==> config.mk <==
export PLATFORM = sky130hd
export DESIGN_NAME = counter_chain_sequencer
export DESIGN_NICKNAME = d
export VERILOG_FILES = /design/src/rtl/counter_chain_sequencer.sv
export SDC_FILE = /design/constraint.sdc
export NUM_CORES = 1
export LEC_CHECK = 0
export CORE_MARGIN = 1.5
export CORE_UTILIZATION = 45
export DETAILED_ROUTE_END_ITERATION = 10
export GPL_ROUTABILITY_DRIVEN = 0
export HOLD_SLACK_MARGIN = 0.1
export MAX_ROUTING_LAYER = met4
export PLACE_DENSITY = 0.72
export SKIP_LAST_GASP = 1
export SYNTH_ARGS = -nofsm -noshare
export SYNTH_HDL_FRONTEND = slang
export SYNTH_SLANG_ARGS = --single-unit
==> constraint.sdc <==
create_clock -name clk -period 6.2 [get_ports clk]
set_input_delay 0.62 -clock clk [delete_from_list [all_inputs] [get_ports clk]]
set_output_delay 0.62 -clock clk [all_outputs]
set_load 0.01 [all_outputs]
==> src/rtl/counter_chain_sequencer.sv <==
// Clocked driver/responder for the self-timed counter chain: issues n_tokens
// four-phase input handshakes on ri/ai, answers ro/ao, and flags faults.
module counter_chain_sequencer #(
  parameter int unsigned STAGES      = 4,
  parameter int unsigned CNT_W       = 16,
  parameter int unsigned SYNC_STAGES = 2,
  parameter int unsigned TIMEOUT     = 255
) (
  input  logic             clk,
  input  logic             rst_n,
  input  logic             start,
  input  logic [CNT_W-1:0] n_tokens,
  output logic             busy,
  output logic             done,
  output logic             error,
  output logic [CNT_W-1:0] in_count,
  output logic [CNT_W-1:0] out_count,
  output logic             ri,
  input  logic             ai,
  input  logic             ro,
  output logic             ao
);

  localparam int unsigned       TMR_W     = $clog2(TIMEOUT + 2);
  localparam logic [TMR_W-1:0] TMR_LIMIT = TMR_W'(TIMEOUT);

  typedef enum logic [2:0] {
    S_IDLE,
    S_RISE,
    S_FALL,
    S_DRAIN,
    S_ERR
  } state_t;

  state_t                 r_state;
  state_t                 w_next;
  logic [SYNC_STAGES-1:0] r_ai_sync;
  logic [SYNC_STAGES-1:0] r_ro_sync;
  logic [CNT_W-1:0]       r_n_tokens;
  logic [CNT_W-1:0]       r_in_count;
  logic [CNT_W-1:0]       r_out_count;
  logic [TMR_W-1:0]       r_timer;
  logic                   r_ri;
  logic                   r_ao;
  logic                   r_busy;
  logic                   r_done;
  logic                   r_error;

  logic             w_ai_s;
  logic             w_ro_s;
  logic [CNT_W-1:0] w_expected;
  logic [CNT_W-1:0] w_in_inc;
  logic             w_ao_fall;
  logic             w_overflow;
  logic             w_timeout;
  logic             w_fault;
  logic             w_accept;
  logic             w_inc_in;
  logic             w_exit;
  logic             w_timer_clr;

  assign w_ai_s      = r_ai_sync[SYNC_STAGES-1];
  assign w_ro_s      = r_ro_sync[SYNC_STAGES-1];
  assign w_expected  = r_n_tokens >> STAGES;
  assign w_in_inc    = r_in_count + CNT_W'(1);
  // ao is ro_s delayed by one cycle, so it doubles as the ro_s edge reference
  assign w_ao_fall   = r_ao & ~w_ro_s;
  assign w_overflow  = w_ao_fall && (r_out_count == w_expected);
  assign w_timeout   = r_timer > TMR_LIMIT;
  assign w_fault     = w_timeout || w_overflow;
  assign w_timer_clr = (w_next != r_state) || (r_state == S_IDLE) || (r_state == S_ERR);

  always_comb begin
    w_next   = r_state;
    w_accept = 1'b0;
    w_inc_in = 1'b0;
    w_exit   = 1'b0;
    case (r_state)
      S_IDLE: begin
        if (start && !r_done) begin
          w_accept = 1'b1;
          w_next   = (n_tokens == '0) ? S_DRAIN : S_RISE;
        end else if (w_ro_s && !r_ao && (r_out_count == w_expected)) begin
          w_next = S_ERR;
        end
      end
      S_RISE: begin
        if (w_fault)     w_next = S_ERR;
        else if (w_ai_s) w_next = S_FALL;
      end
      S_FALL: begin
        if (w_fault) begin
          w_next = S_ERR;
        end else if (!w_ai_s) begin
          w_inc_in = 1'b1;
          w_next   = (w_in_inc == r_n_tokens) ? S_DRAIN : S_RISE;
        end
      end
      S_DRAIN: begin
        if (w_fault) begin
          w_next = S_ERR;
        end else if ((r_out_count == w_expected) && !w_ro_s && !r_ao) begin
          w_exit = 1'b1;
          w_next = S_IDLE;
        end
      end
      S_ERR:   w_next = S_IDLE;
      default: w_next = S_IDLE;
    endcase
  end

  always_ff @(posedge clk or negedge rst_n) begin
    if (!rst_n) begin
      r_state     <= S_IDLE;
      r_ai_sync   <= '0;
      r_ro_sync   <= '0;
      r_n_tokens  <= '0;
      r_in_count  <= '0;
      r_out_count <= '0;
      r_timer     <= '0;
      r_ri        <= 1'b0;
      r_ao        <= 1'b0;
      r_busy      <= 1'b0;
      r_done      <= 1'b0;
      r_error     <= 1'b0;
    end else begin
      r_ai_sync <= {r_ai_sync[SYNC_STAGES-2:0], ai};
      r_ro_sync <= {r_ro_sync[SYNC_STAGES-2:0], ro};
      r_state   <= w_next;
      r_timer   <= w_timer_clr ? '0 : r_timer + TMR_W'(1);
      r_ri      <= (w_next == S_RISE);
      r_ao      <= w_ro_s;
      r_done    <= w_exit;
      if (w_accept) begin
        r_n_tokens  <= n_tokens;
        r_in_count  <= '0;
        r_out_count <= '0;
        r_error     <= 1'b0;
        r_busy      <= 1'b1;
      end else begin
        if (w_inc_in)  r_in_count  <= w_in_inc;
        if (w_ao_fall) r_out_count <= r_out_count + CNT_W'(1);
        if ((w_next == S_ERR) && (r_state != S_ERR)) begin
          r_error <= 1'b1;
          r_busy  <= 1'b0;
        end
        if (w_exit) r_busy <= 1'b0;
      end
    end
  end

  assign busy      = r_busy;
  assign done      = r_done;
  assign error     = r_error;
  assign in_count  = r_in_count;
  assign out_count = r_out_count;
  assign ri        = r_ri;
  assign ao        = r_ao;

endmodule

==> results.md <==
* Post-Synthesis Net Count at 448
* Number of antenna violations at the first check in global routing at 0
* Total Routed Length at 8910 um
* Achievable Freq at 326 MHz
* Clock buffers created by TritonCTS at 9
* DRC at 0
* Number of hold-repair buffers added at the cts stage at 0
* Critical Setup Path Class: register to register
* Setup-failing EPs final at 0
* Post-Route Utilization at 56.3%
* Placement-stage worst setup slack at 3.20 ns
* Sequential share of the synthesized area at 45.7%
* Topmost layer with routed signal wires: met4
* Fillcell total at 754
* Dominant synthesized flop cell: dfrtp_1
* Register cell area after layout at 0.00173 mm^2
* Drt initial violations at 206
* Design Area, Final at 0.00460 mm^2
* CP Data Required Time at 6.43 ns
* Share of final-layout standard cells stronger than drive strength 1 at 5.04%
* Post-Place Cells at 567
* Via density per instance at 5.50
* Width of the die at 94.7 um
* Metal-1 WL at 4280 um
* Total count of max-transition violations in the final report at 0
* Sum of internal, switching and leakage power at 1.54 mW
* Share of flip-flops with an asynchronous set or reset after synthesis at 100%
* Worst-Skew Late Latency at 0.35 ns
* Avg Synthesized Cell Area at 8.94 um^2
* Register bit total from synthesis at 69
* Total number of vias at 3,196
* Maximum buffer depth of the clock tree at 2
* H-tree Lvls at 3
* All-Layer GR Usage at 22.3%
* Warning count from the yosys run at 0
* Number of buffers inserted by post-CTS setup repair at 0
* Count of unique library cells instantiated by Yosys at 51
* Footprint of the multi-input gates at 0.00192 mm^2
* Worst Path Max Fanout at 14
* Area overhead of the layout relative to synthesis at 21.6%
* Die footprint at 0.00896 mm^2
* Final worst clock skew at 0.00798 ns
* Placed Instance Area at 0.00442 mm^2
* I/O Buffers at 57
* Post_cts resized at 0
* Maximum VDD drop at 0.174 mV
* Die Span Y at 94.7 um
* Met2 routed wirelength at 4140 um
* Number of standard cells after synthesis at 423
* Actual slew at the worst max-slew pin at 0.866 ns
* Vias in the first global route at 3,046
* Worst EP arrival at 3.30 ns
* Hold WS at 0.354 ns
* Grt total ovfl at 0
* Starting Density at 46.3%
* Number of enable-type register cells in the synthesized netlist at 0
* Wire length of the first global-routing pass at 14,800 um
* Setup_tns at 0 ns
* Result of the run: complete, no violations
* CTS tree: built
* Row count at 33
* Period minus WS final at 3.07 ns
* Final HPWL from detailed placement at 6330 um
* Hold Violations, Final at 0
* Leakage power at 1.96 nW
* Count of nets after finishing at 498
* Wire length on met3 at 382 um
* Worst hold path type: register to register
* Crit. End Element: register
* Count of TritonRoute iterations in the first routing pass at 5
* Clock tree sinks at 69
* Pwr/cell area at 335 mW/mm^2
* Number of max-cap violations at 0
* Startpoint Class: register
* Number of placed I/O pins at 58
* Routed WL per cell at 15.3 um
* Pin count of the biggest net entering global routing at 70
* Remaining number of nets flagged by the antenna check after routing at 0
* Antenna Cells at 0
* CORE AREA at 0.00818 mm^2
* Min setup slack post-route at 3.13 ns
* Final worst path period share at 49.5%
* Max-Slew Margin vs Limit at 42.3%
* Unrepaired setup endpoints after global routing: false
* Clock tree root driver cell: clkbuf_8
* Clock transition at the registers of the reported paths at 0.07 ns
* Cell Area, Synth at 0.00378 mm^2
* Filler-free cell count of the finished design at 581
-- registers in the layout, summed over array words and instances (netlist names), 2 cells and up --
register    count
r_ai_sync       2
in_count       16
r_state         3
r_n_tokens     16
out_count      16
r_ro_sync       2
r_timer         9
-- worst max-delay path, stage by stage (launching register included) --
cell,delay (ns)
dfrtp_1,0.58
nand3_1,0.43
nor4_1,0.75
xnor2_1,0.19
a21oi_1,0.09
a211o_1,0.23
or4_4,0.53
o2bb2ai_1,0.14
-- Yosys cell counts (2+ instances only) --
cell type   n  area [um^2]
a21o_1      7         52.6
a21oi_1    17         85.1
and2_1      4         25.0
and3_1      6         37.5
and4_1      3         26.3
buf_2       4         20.0
clkbuf_1   15         56.3
dfrtp_1    69         1730
ha_1        4         50.1
inv_1      15         56.3
mux2i_1     4         40.0
nand2_1    68          255
nand2b_1    4         25.0
nand3_1    20          100
nand4_1    11         68.8
nor2_1     39          146
nor3_1      8         40.0
nor3b_1     2         15.0
nor4_1     10         62.6
o21ai_0    17         85.1
o22ai_1     2         12.5
or3_1      12         75.1
or4_1       3         22.5
or4_4       2         22.5
xnor2_1    36          315
xor2_1     16          140
-- cell usage in the layout (no fill, tap or decap), types with 6 or more instances in the layout --
cell type | synthesis | layout
a21o_1 | 7 | 7
a21oi_1 | 17 | 17
and3_1 | 6 | 6
clkbuf_8 | 0 | 10
clkdlybuf4s50_1 | 0 | 56
dfrtp_1 | 69 | 69
inv_1 | 15 | 15
nand2_1 | 68 | 68
nand3_1 | 20 | 20
nand4_1 | 11 | 11
nor2_1 | 39 | 39
nor3_1 | 8 | 8
nor4_1 | 10 | 9
o21ai_0 | 17 | 17
or3_1 | 12 | 12
xnor2_1 | 36 | 36
xor2_1 | 16 | 16
-- cell families (layout without fill, tap and decap cells) --
| logic type | Yosys count | after routing | share of synthesized area [%] |
|---|---|---|---|
| DFF | 69 | 69 | 45.7 |
| AOI/OAI and AO/OA | 59 | 59 | 9.86 |
| muxes | 4 | 4 | 1.06 |
| buffers and inverters | 36 | 89 | 3.80 |
| xor gates and xnor gates | 52 | 52 | 12.0 |
| adders and majority gates | 5 | 5 | 1.59 |
| and+or+nand+nor | 198 | 198 | 26.0 |
-- layout make-up --
class                      count  share of cell area [%]
clock buffer                  12                    3.15
clock inverter                 2                   0.761
inverter                      15                    1.22
multi-input combinational    318                    41.7
sequential                    69                    37.5
tap                          105                    2.86
timing repair buffer          60                    12.8
-- path summary, 6_finish.rpt --
| kind | from | to | slack (ns) | cells past startpoint |
|---|---|---|---|---|
| worst max-delay path | in_count[2]$_DFFE_PN0P_ | ri$_DFF_PN0_ | 3.13 | 7 |
| worst min-delay path | r_ro_sync[0]$_DFF_PN0_ | r_ro_sync[1]$_DFF_PN0_ | 0.35 | 0 |
| worst max register to register | in_count[2]$_DFFE_PN0P_ | ri$_DFF_PN0_ | 3.13 | 7 |
| worst min register to register | r_ro_sync[0]$_DFF_PN0_ | r_ro_sync[1]$_DFF_PN0_ | 0.35 | 0 |
| max in group asynchronous | rst_n | r_timer[6]$_DFF_PN0_ | 5.17 | 2 |
| min in group asynchronous | rst_n | in_count[6]$_DFFE_PN0P_ | 0.46 | 2 |
-- report_power, final --
group	internal, mW	total, mW	switching (mW)	leakage, nW
clock network	0.192	0.358	0.166	0.0923
logic	0.248	0.506	0.259	0.964
registers	0.543	0.679	0.135	0.907
total	0.983	1.54	0.560	1.96
-- routing by layer --
metal / track usage, % / up-vias
met1: 30.3 / 1556
met2: 33.5 / 83
li1: - / 1548
met3: 3.95 / 9
met4: 7.84 / 0
met5: - / -
(Power assumes the default switching activity.)
==> variant: new RTL, config.mk and constraints unchanged <==
Re-encode `state_t` (5 states) as one-hot, 5 bits wide.
--- a/src/rtl/counter_chain_sequencer.sv
+++ b/src/rtl/counter_chain_sequencer.sv
@@ -24,12 +24,12 @@
   localparam int unsigned       TMR_W     = $clog2(TIMEOUT + 2);
   localparam logic [TMR_W-1:0] TMR_LIMIT = TMR_W'(TIMEOUT);
 
-  typedef enum logic [2:0] {
-    S_IDLE,
-    S_RISE,
-    S_FALL,
-    S_DRAIN,
-    S_ERR
+  typedef enum logic [4:0] {
+    S_IDLE  = 5'b00001,
+    S_RISE  = 5'b00010,
+    S_FALL  = 5'b00100,
+    S_DRAIN = 5'b01000,
+    S_ERR   = 5'b10000
   } state_t;
 
   state_t                 r_state;
Behaviour: no difference found for any inputs over 10 cycles, from zero or initial values and one cycle with rst_n low; not proved beyond that.
==> variant against the original RTL <==
Largest cell class unchanged; final area is 2.5% higher; area after synthesis is 2.7% higher; largest power group unchanged; setup slack worse by 0.10 ns; critical path type unchanged; wire length is 3.3% higher; critical endpoint is now in_count[10]$_DFFE_PN0P_; sequential cell count is 2 higher; hold slack worse by 0.00085 ns; via count is 6.3% higher; total power is 7.3% lower.
==> variant: results (changes against the original RTL) <==
INFO  metric number_of_antenna_repair_diodes = 0 (unchanged)
INFO  metric ys_seq_area_share = 45.8% (was 45.7%)
INFO  metric cp_data_arrival_time = 3.42 ns (was 3.30 ns)
INFO  metric result_of_the_run = completed (unchanged)
INFO  metric timing.reg2reg.worst_path_depth = 10 (was 7)
INFO  metric detailed_placement_hpwl = 6.66 mm (was 6.33 mm)
INFO  metric largest_net_degree_at_the_start_of_global_routing = 72 (was 70)
INFO  metric leakagePower = 2.04 nW (was 1.96 nW)
INFO  metric placedInstanceArea = 4520 um^2 (was 4420 um^2)
INFO  metric crit_path_start = r_timer[0]$_DFF_PN0_ (was in_count[2]$_DFFE_PN0P_)
INFO  metric critPathSlowestCell = sky130_fd_sc_hd__a21oi_1 (was sky130_fd_sc_hd__nor4_1)
INFO  metric first_iter_violations = 180 (was 206)
INFO  metric via_count_of_the_first_global_routing_pass = 3155 (was 3046)
INFO  metric post_route_cells_drive_above_1_share = 5.67% (was 5.04%)
INFO  metric ys_top_cells_by_area = sky130_fd_sc_hd__dfrtp_1, sky130_fd_sc_hd__xor2_1, sky130_fd_sc_hd__nand2_1, sky130_fd_sc_hd__xnor2_1, sky130_fd_sc_hd__nor2_1 (was sky130_fd_sc_hd__dfrtp_1, sky130_fd_sc_hd__xnor2_1, sky130_fd_sc_hd__nand2_1, sky130_fd_sc_hd__nor2_1, sky130_fd_sc_hd__xor2_1)
INFO  metric ys_ff_latch = 71 (was 69)
INFO  metric slack_of_the_worst_reg_to_reg_path = 3.03 ns (was 3.13 ns)
INFO  metric timing.rr.end = in_count[10]$_DFFE_PN0P_ (was ri$_DFF_PN0_)
INFO  metric grt.total_usage = 22.4% (was 22.3%)
INFO  metric fill_cells = 735 (was 754)
INFO  metric crit_family = compound AO/OA/AOI/OAI gates (was simple AND/OR/NAND/NOR gates)
INFO  metric relSlewSlack = 23.3% (was 42.3%)
INFO  metric routed-via-count = 3396 (was 3196)
INFO  metric global_route_wire_length_before_repair = 15.3 mm (was 14.8 mm)
INFO  metric drtPass1Iterations = 4 (was 5)
INFO  metric route.detailed.wl_per_inst = 15.4 um (was 15.3 um)
INFO  metric whs = 0.354 ns (about the same)
variant: cell count changes after synthesis, moves of 6 or more:
cell / unedited run / this run
sky130_fd_sc_hd__nor2b_1: 1 / 10
sky130_fd_sc_hd__xnor2_1: 36 / 19
sky130_fd_sc_hd__o31ai_1: 1 / 9
sky130_fd_sc_hd__or3_1: 12 / 6
sky130_fd_sc_hd__xor2_1: 16 / 33
sky130_fd_sc_hd__a21oi_1: 17 / 11
sky130_fd_sc_hd__o21ai_0: 17 / 29
sky130_fd_sc_hd__a21o_1: 7 / 1
variant: routing by layer:
layer | share of wire [%] | track usage [%] | routed length (um) | vias up
met3 | 5.3 | 4.90 | 490 | 12
met1 | 47 | 30.4 | 4330 | 1642
met4 | 1.1 | 5.51 | 102 | 0
met5 | 0 | - | 0 | -
li1 | - | - | - | 1621
met2 | 46 | 34.2 | 4280 | 121
variant: cell type report:
| cell class | instances | area, um^2 | area share, % |
|---|---|---|---|
| clock buffer | 9 | 124 | 2.63 |
| inverter | 13 | 50.0 | 1.06 |
| timing repair buffer | 59 | 581 | 12.3 |
| multi-input combinational | 335 | 1980 | 42.0 |
| tap | 105 | 131 | 2.79 |
| sequential | 71 | 1780 | 37.7 |
| clock inverter | 7 | 72.6 | 1.54 |
variant: cells by family (layout without fill, tap and decap cells):
family | count (synthesis) | in the layout | synth area share, %
buf+inv | 32 | 88 | 3.38
simple gates | 208 | 208 | 25.7
flops | 71 | 71 | 45.8
xor+xnor | 52 | 52 | 11.7
mux | 1 | 1 | 0.258
compound gates | 70 | 70 | 11.9
fa+ha+maj | 4 | 4 | 1.29
variant: power by group:
group	internal, mW	total [mW]	switching, mW	leakage [nW]
clock	0.186	0.368	0.181	0.0956
combinational	0.180	0.412	0.231	0.999
sequential	0.540	0.651	0.111	0.941
total	0.906	1.43	0.524	2.04
variant: worst max-delay path by stage:
stage,depth (start not counted),end
6_report,10,in_count[10]$_DFFE_PN0P_
2_1_floorplan,8,r_timer[2]$_DFF_PN0_
5_1_grt,10,in_count[3]$_DFFE_PN0P_
4_1_cts,10,in_count[10]$_DFFE_PN0P_
3_5_place_dp,6,in_count[15]$_DFFE_PN0P_
3_3_place_gp,6,in_count[7]$_DFFE_PN0P_
variant: through the flow:
stage          std cells  setup WS, ns  power (mW)
6_report             599          3.03        1.43
5_1_grt              599          2.66        1.53
4_1_cts              599          2.96        1.44
3_5_place_dp         583          2.87        1.07
3_3_place_gp         583          2.90        1.05
2_1_floorplan        438          3.69       0.928
